--- config.mk ---
export PLATFORM = sky130hd
export DESIGN_NAME = twos_comp_serial_conv
export DESIGN_NICKNAME = d
export VERILOG_FILES = /design/src/rtl/twos_comp_serial_conv_pkg.sv /design/src/rtl/twos_comp_serial_conv_neg_cell.sv /design/src/rtl/twos_comp_serial_conv.sv
export SDC_FILE = /design/constraint.sdc
export NUM_CORES = 1
export LEC_CHECK = 0
export ABC_AREA = 1
export BUFFER_PORTS_ARGS = -buffer_cell sky130_fd_sc_hd__buf_4
export CORE_MARGIN = 2
export CORE_UTILIZATION = 45
export CTS_CLUSTER_SIZE = 40
export DETAILED_ROUTE_END_ITERATION = 7
export HOLD_SLACK_MARGIN = 0.08
export PLACE_DENSITY = 0.7
export SYNTH_ARGS = -nofsm -noshare
export SYNTH_HDL_FRONTEND = slang
export SYNTH_SLANG_ARGS = --single-unit
export TNS_END_PERCENT = 20
--- constraint.sdc ---
create_clock -name clk -period 1.42 [get_ports clk]
set_input_delay 0.284 -clock clk [delete_from_list [all_inputs] [get_ports clk]]
set_output_delay 0.284 -clock clk [all_outputs]
set_load 0.03 [all_outputs]
--- src/rtl/twos_comp_serial_conv_pkg.sv ---
// Shared types and the overflow predicate for the bit-serial two's-complement converter.
package twos_comp_pkg;

   typedef enum logic [1:0] {
      PASS  = 2'd0,
      NEG   = 2'd1,
      ABS   = 2'd2,
      SM2TC = 2'd3
   } tc_mode_e;

   typedef enum logic [1:0] {
      IDLE  = 2'd0,
      SHIFT = 2'd1,
      DONE  = 2'd2
   } tc_state_e;

   // Only the most negative value cannot be negated in range.
   function automatic logic tc_ovf(input tc_mode_e mode, input logic [63:0] data,
                                   input int unsigned width);
      logic [63:0] w_min;
      w_min = 64'd1 << (width - 1);
      return ((mode == NEG) || (mode == ABS)) && (data == w_min);
   endfunction

endpackage

--- src/rtl/twos_comp_serial_conv_neg_cell.sv ---
// One-bit serial negation cell: copies bits until the first one, then inverts the rest.
module tc_serial_neg_cell (
   input  logic clk,
   input  logic rst_n,
   input  logic i_bit,
   input  logic i_neg,
   input  logic i_clear,
   input  logic i_en,
   output logic o_bit
);

   logic r_seen_one;

   always_ff @(posedge clk or negedge rst_n) begin
      if (!rst_n) begin
         r_seen_one <= 1'b0;
      end else if (i_clear) begin
         r_seen_one <= 1'b0;
      end else if (i_en) begin
         r_seen_one <= r_seen_one | i_bit;
      end
   end

   assign o_bit = i_bit ^ (i_neg & r_seen_one);

endmodule

--- src/rtl/twos_comp_serial_conv.sv ---
// Bit-serial two's-complement converter (PASS/NEG/ABS/SM2TC), LSB first, one bit per clock.
// Define TWOS_COMP_SAT_EN to saturate overflowing results instead of wrapping.
//
// state | meaning
// IDLE  | ready for a word once out of reset
// SHIFT | processing one bit per clock, WIDTH clocks
// DONE  | result presented, waiting for out_ready
module twos_comp_serial_conv #(
   parameter int WIDTH = 8
) (
   input  logic             clk,
   input  logic             rst_n,
   input  logic             in_valid,
   output logic             in_ready,
   input  logic [WIDTH-1:0] in_data,
   input  logic [1:0]       in_mode,
   output logic             out_valid,
   input  logic             out_ready,
   output logic [WIDTH-1:0] out_data,
   output logic             out_ovf
);
   import twos_comp_pkg::*;

   localparam int CW = $clog2(WIDTH + 1);

   tc_state_e        r_state;
   tc_state_e        w_state_nxt;
   logic [WIDTH-1:0] r_shift;
   logic [CW-1:0]    r_cnt;
   logic             r_neg;
   logic             r_ovf;
   logic             r_started;
   logic             w_accept;
   logic             w_last;
   logic             w_res_bit;
   tc_mode_e         w_mode;

   assign w_mode   = tc_mode_e'(in_mode);
   assign w_accept = in_valid & in_ready;
   assign w_last   = (r_cnt == CW'(WIDTH - 1));

   always_ff @(posedge clk or negedge rst_n) begin
      if (!rst_n) begin
         r_state <= IDLE;
      end else begin
         r_state <= w_state_nxt;
      end
   end

   always_comb begin
      w_state_nxt = r_state;
      in_ready    = 1'b0;
      out_valid   = 1'b0;
      case (r_state)
         IDLE: begin
            in_ready = r_started;
            if (w_accept) w_state_nxt = SHIFT;
         end
         SHIFT: begin
            if (w_last) w_state_nxt = DONE;
         end
         DONE: begin
            out_valid = 1'b1;
            if (out_ready) w_state_nxt = IDLE;
         end
         default: w_state_nxt = IDLE;
      endcase
   end

   // r_started keeps in_ready low until the first edge after reset release.
   always_ff @(posedge clk or negedge rst_n) begin
      if (!rst_n) begin
         r_shift   <= '0;
         r_cnt     <= '0;
         r_neg     <= 1'b0;
         r_ovf     <= 1'b0;
         r_started <= 1'b0;
      end else begin
         r_started <= 1'b1;
         if (w_accept) begin
            r_cnt <= '0;
            r_ovf <= tc_ovf(w_mode, 64'(in_data), WIDTH);
            case (w_mode)
               PASS:    r_neg <= 1'b0;
               NEG:     r_neg <= 1'b1;
               default: r_neg <= in_data[WIDTH-1];
            endcase
            // Sign-magnitude input: drop the sign bit, negate only the magnitude.
            if (w_mode == SM2TC) begin
               r_shift <= {1'b0, in_data[WIDTH-2:0]};
            end else begin
               r_shift <= in_data;
            end
         end else if (r_state == SHIFT) begin
            r_shift <= {w_res_bit, r_shift[WIDTH-1:1]};
            r_cnt   <= r_cnt + CW'(1);
         end
      end
   end

   tc_serial_neg_cell u_neg_cell (
      .clk     (clk),
      .rst_n   (rst_n),
      .i_bit   (r_shift[0]),
      .i_neg   (r_neg),
      .i_clear (w_accept),
      .i_en    (r_state == SHIFT),
      .o_bit   (w_res_bit)
   );

`ifdef TWOS_COMP_SAT_EN
   assign out_data = r_ovf ? {1'b0, {(WIDTH-1){1'b1}}} : r_shift;
`else
   assign out_data = r_shift;
`endif

   assign out_ovf = r_ovf & (r_state == DONE);

endmodule

==> results.json <==
{
  "hold_path_class": "input port to flip-flop",
  "synth-seq-cells": 18,
  "combPwrFrac": 0.551,
  "dpl.cell_count": 174,
  "synth_area_um2": 953,
  "die_y_um": 50.0,
  "numCtsBuffers": 3,
  "crit_slowest_cell": "dfrtp_2",
  "ir_drop_mv": 0.989,
  "cts-root-buf": "clkbuf_4",
  "grt_first_pass_wirelength_mm": 3.64,
  "total_power_mw": 2.59,
  "worstHoldStart": "out_ready",
  "drive_above_1_share": 0.303,
  "yosysTopAreaCell": "dfrtp_1",
  "fmax_ghz": 0.684,
  "cts_tree": "done",
  "clock_sinks": 18,
  "syn_inst": 125,
  "status": "finished, violations left",
  "powerDensity_nw_per_um2": 2090,
  "core_area_um2": 1980,
  "drv_slew": 0,
  "clkTransAtPathRegs_ps": 100,
  "track_usage": 0.190,
  "p_int_mw": 1.38,
  "clk_latency_ps": 290,
  "holdPathEnd": "r_state[1]$_DFFE_PN0P_",
  "cp.arrival_ps": 1180,
  "holdPathStages": 2,
  "timing.rr.end": "out_data[5]$_DFFE_PN0P_",
  "syn_nets": 141,
  "fin_nets": 173,
  "worstSetupStartpointType": "flip-flop",
  "critPathKind": "flip-flop to primary output",
  "fin_crit_ps": 1460,
  "antenna_found_initial": 0,
  "num_antenna_cells": 0,
  "num_vias": 888,
  "yosysUniqueCellTypes": 20,
  "cp_max_fo": 3,
  "io_buffers": 24,
  "r2r_setup_slack_ps": 110,
  "required_ps": 1140,
  "end_kind": "primary output",
  "p_sw_frac": 0.469,
  "cp_cell_sequence": "nor3b_2 > buf_4",
  "drt_pass1_iterations": 5,
  "rows": 16,
  "clkPwrFrac": 0.098,
  "drv_cap": 0,
  "die_x_um": 50.0,
  "fin_cells": 182,
  "yosysSeqAreaShare": 0.472,
  "cts_max_level": 1,
  "rr_startpoint": "r_state[0]$_DFFE_PN0P_",
  "route.detailed.drc": 0,
  "fin_skew_ps": 2.26,
  "grt_overflow": 0,
  "syn_to_final_growth_pct": 29.9,
  "boundaryPins": 25,
  "dp_slack_ps": 152,
  "gp_congestion": 0.801,
  "wirelength_mm": 2.16,
  "post_synth.cell_area_avg_um2": 7.63,
  "seqPwrFrac": 0.351,
  "dieArea_um2": 2500,
  "hpwlAfterDp_mm": 1.60,
  "drtIter0Drc": 22,
  "synth_warnings": 0,
  "synth_area_leaders": "dfrtp_1 47%, nand2_1 17%, inv_1 5.1%",
  "detail-route-antenna-nets": 0,
  "fin_crit_sh": 1.03,
  "rr_worst_depth": 6,
  "synth_top_area_frac": 0.472,
  "fin_ws_ps": -42.1,
  "initial_core_util": 0.481,
  "violations": "setup timing",
  "grt_max_degree": 19,
  "p_leak_nw": 0.668,
  "drt-vias-per-instance": 4.88,
  "rsz0062_at_grt": "yes",
  "final_hold_viol_count": 0,
  "post_drt_wl_per_cell_um": 11.9,
  "fill_cells": 173,
  "grt_pass1_vias": 862,
  "slowest_delay_ps": 450,
  "clockBufferDepth": 2,
  "switchingPower_mw": 1.22,
  "final-setup-viol-count": 2
}
## how the worst max path moves through the flow
stage / end / from / slack [ps]
final: in_ready / r_state[0]$_DFFE_PN0P_ / -40
after global placement: r_cnt[2]$_DFFE_PN0P_ / r_state[1]$_DFFE_PN0P_ / 170
after global routing: in_ready / r_state[0]$_DFFE_PN0P_ / -90
after floorplan: out_ovf / r_state[0]$_DFFE_PN0P_ / -130
after CTS: out_ovf / r_state[1]$_DFFE_PN0P_ / -40
after detailed placement: r_cnt[2]$_DFFE_PN0P_ / r_state[1]$_DFFE_PN0P_ / 150
## area by class of cell
type                       instances  area, µm²  share of cell area
timing repair buffer              31        243               0.196
clock buffer                       3       22.5              0.0182
inverter                          15       58.8              0.0475
sequential                        18        452               0.365
tap                               27       33.8              0.0273
multi-input combinational         88        429               0.346
## worst max-delay path: cells and delay by family, from the launching register on
family	cells	cell delay, ps
flops	1	450
simple gates	1	240
buf+inv	1	200
## per-stage QoR
stage               utilization  setup TNS [ps]  hold WS, ps  area, µm²
floorplan                     -            -135        -11.6        961
global placement          0.581               0          168       1150
detailed placement        0.581               0          167       1150
CTS                       0.616           -67.2          179       1220
global route              0.625            -179          182       1240
finish                    0.625           -64.4          179       1240
## layer usage
metal  part of all wire  vias to the layer above  track usage
li1                   -                      447            -
met1               0.44                      408        0.252
met2               0.48                       31        0.318
met3              0.076                        2       0.0364
met4             0.0046                        0       0.0463
met5                  0                        -            0
## registers in the layout, indices dropped and copies added (netlist names)
signal,cells
out_data,8
r_cnt,4
r_neg,1
r_ovf,1
r_started,1
r_state,2
u_neg_cell.r_seen_one,1
## cell usage after synthesis, drive strengths merged
library cell   n
o22ai          1
nand3         10
buf            4
nand4          3
nor2          16
o21ai          9
ha             2
xor2           1
inv           15
nand2         44
nor3b          1
dfrtp         18
conb           1
## kinds of logic after synthesis
kind of cell,synth area share
XOR/XNOR,0.00919
other,0.00393
AND/OR/NAND/NOR,0.332
buffers and inverters,0.0984
adder cells (fa/ha/maj),0.0262
AO/OA/AOI/OAI,0.0577
flip-flops,0.472
## cell usage in the layout (no fill, tap or decap)
| cell type | count |
|---|---|
| buf_4 | 28 |
| buf_6 | 2 |
| clkbuf_4 | 3 |
| conb_1 | 1 |
| dfrtp_1 | 17 |
| dfrtp_2 | 1 |
| dlygate4sd3_1 | 1 |
| ha_1 | 2 |
| inv_1 | 11 |
| inv_2 | 3 |
| inv_4 | 1 |
| nand2_1 | 43 |
| nand2_2 | 1 |
| nand3_1 | 9 |
| nand3_2 | 1 |
| nand4_1 | 3 |
| nor2_1 | 11 |
| nor2_2 | 3 |
| nor2_4 | 2 |
| nor3b_2 | 1 |
| o21ai_0 | 3 |
| o21ai_1 | 5 |
| o21ai_2 | 1 |
| o22ai_1 | 1 |
| xor2_1 | 1 |
## power by group through the flow
stage,combinational [mW],sequential (mW),clock (mW)
detailed placement,1.34,0.924,0
floorplan,0.797,1.09,0
global placement,1.31,0.919,0
CTS,1.41,0.912,0.254
finish,1.43,0.910,0.255
global route,1.61,0.943,0.275
## timing repair
| item | CTS | global route |
|---|---|---|
| hold buffers | 1 | 0 |
| pin swaps | 1 | 1 |
| buffers inserted | 4 | 0 |
| hold endpoints to repair | 18 | 0 |
| resized for setup | 4 | 5 |
| setup endpoints to repair | 2 | 10 |
No activity file was read; power rests on OpenSTA's default activity.
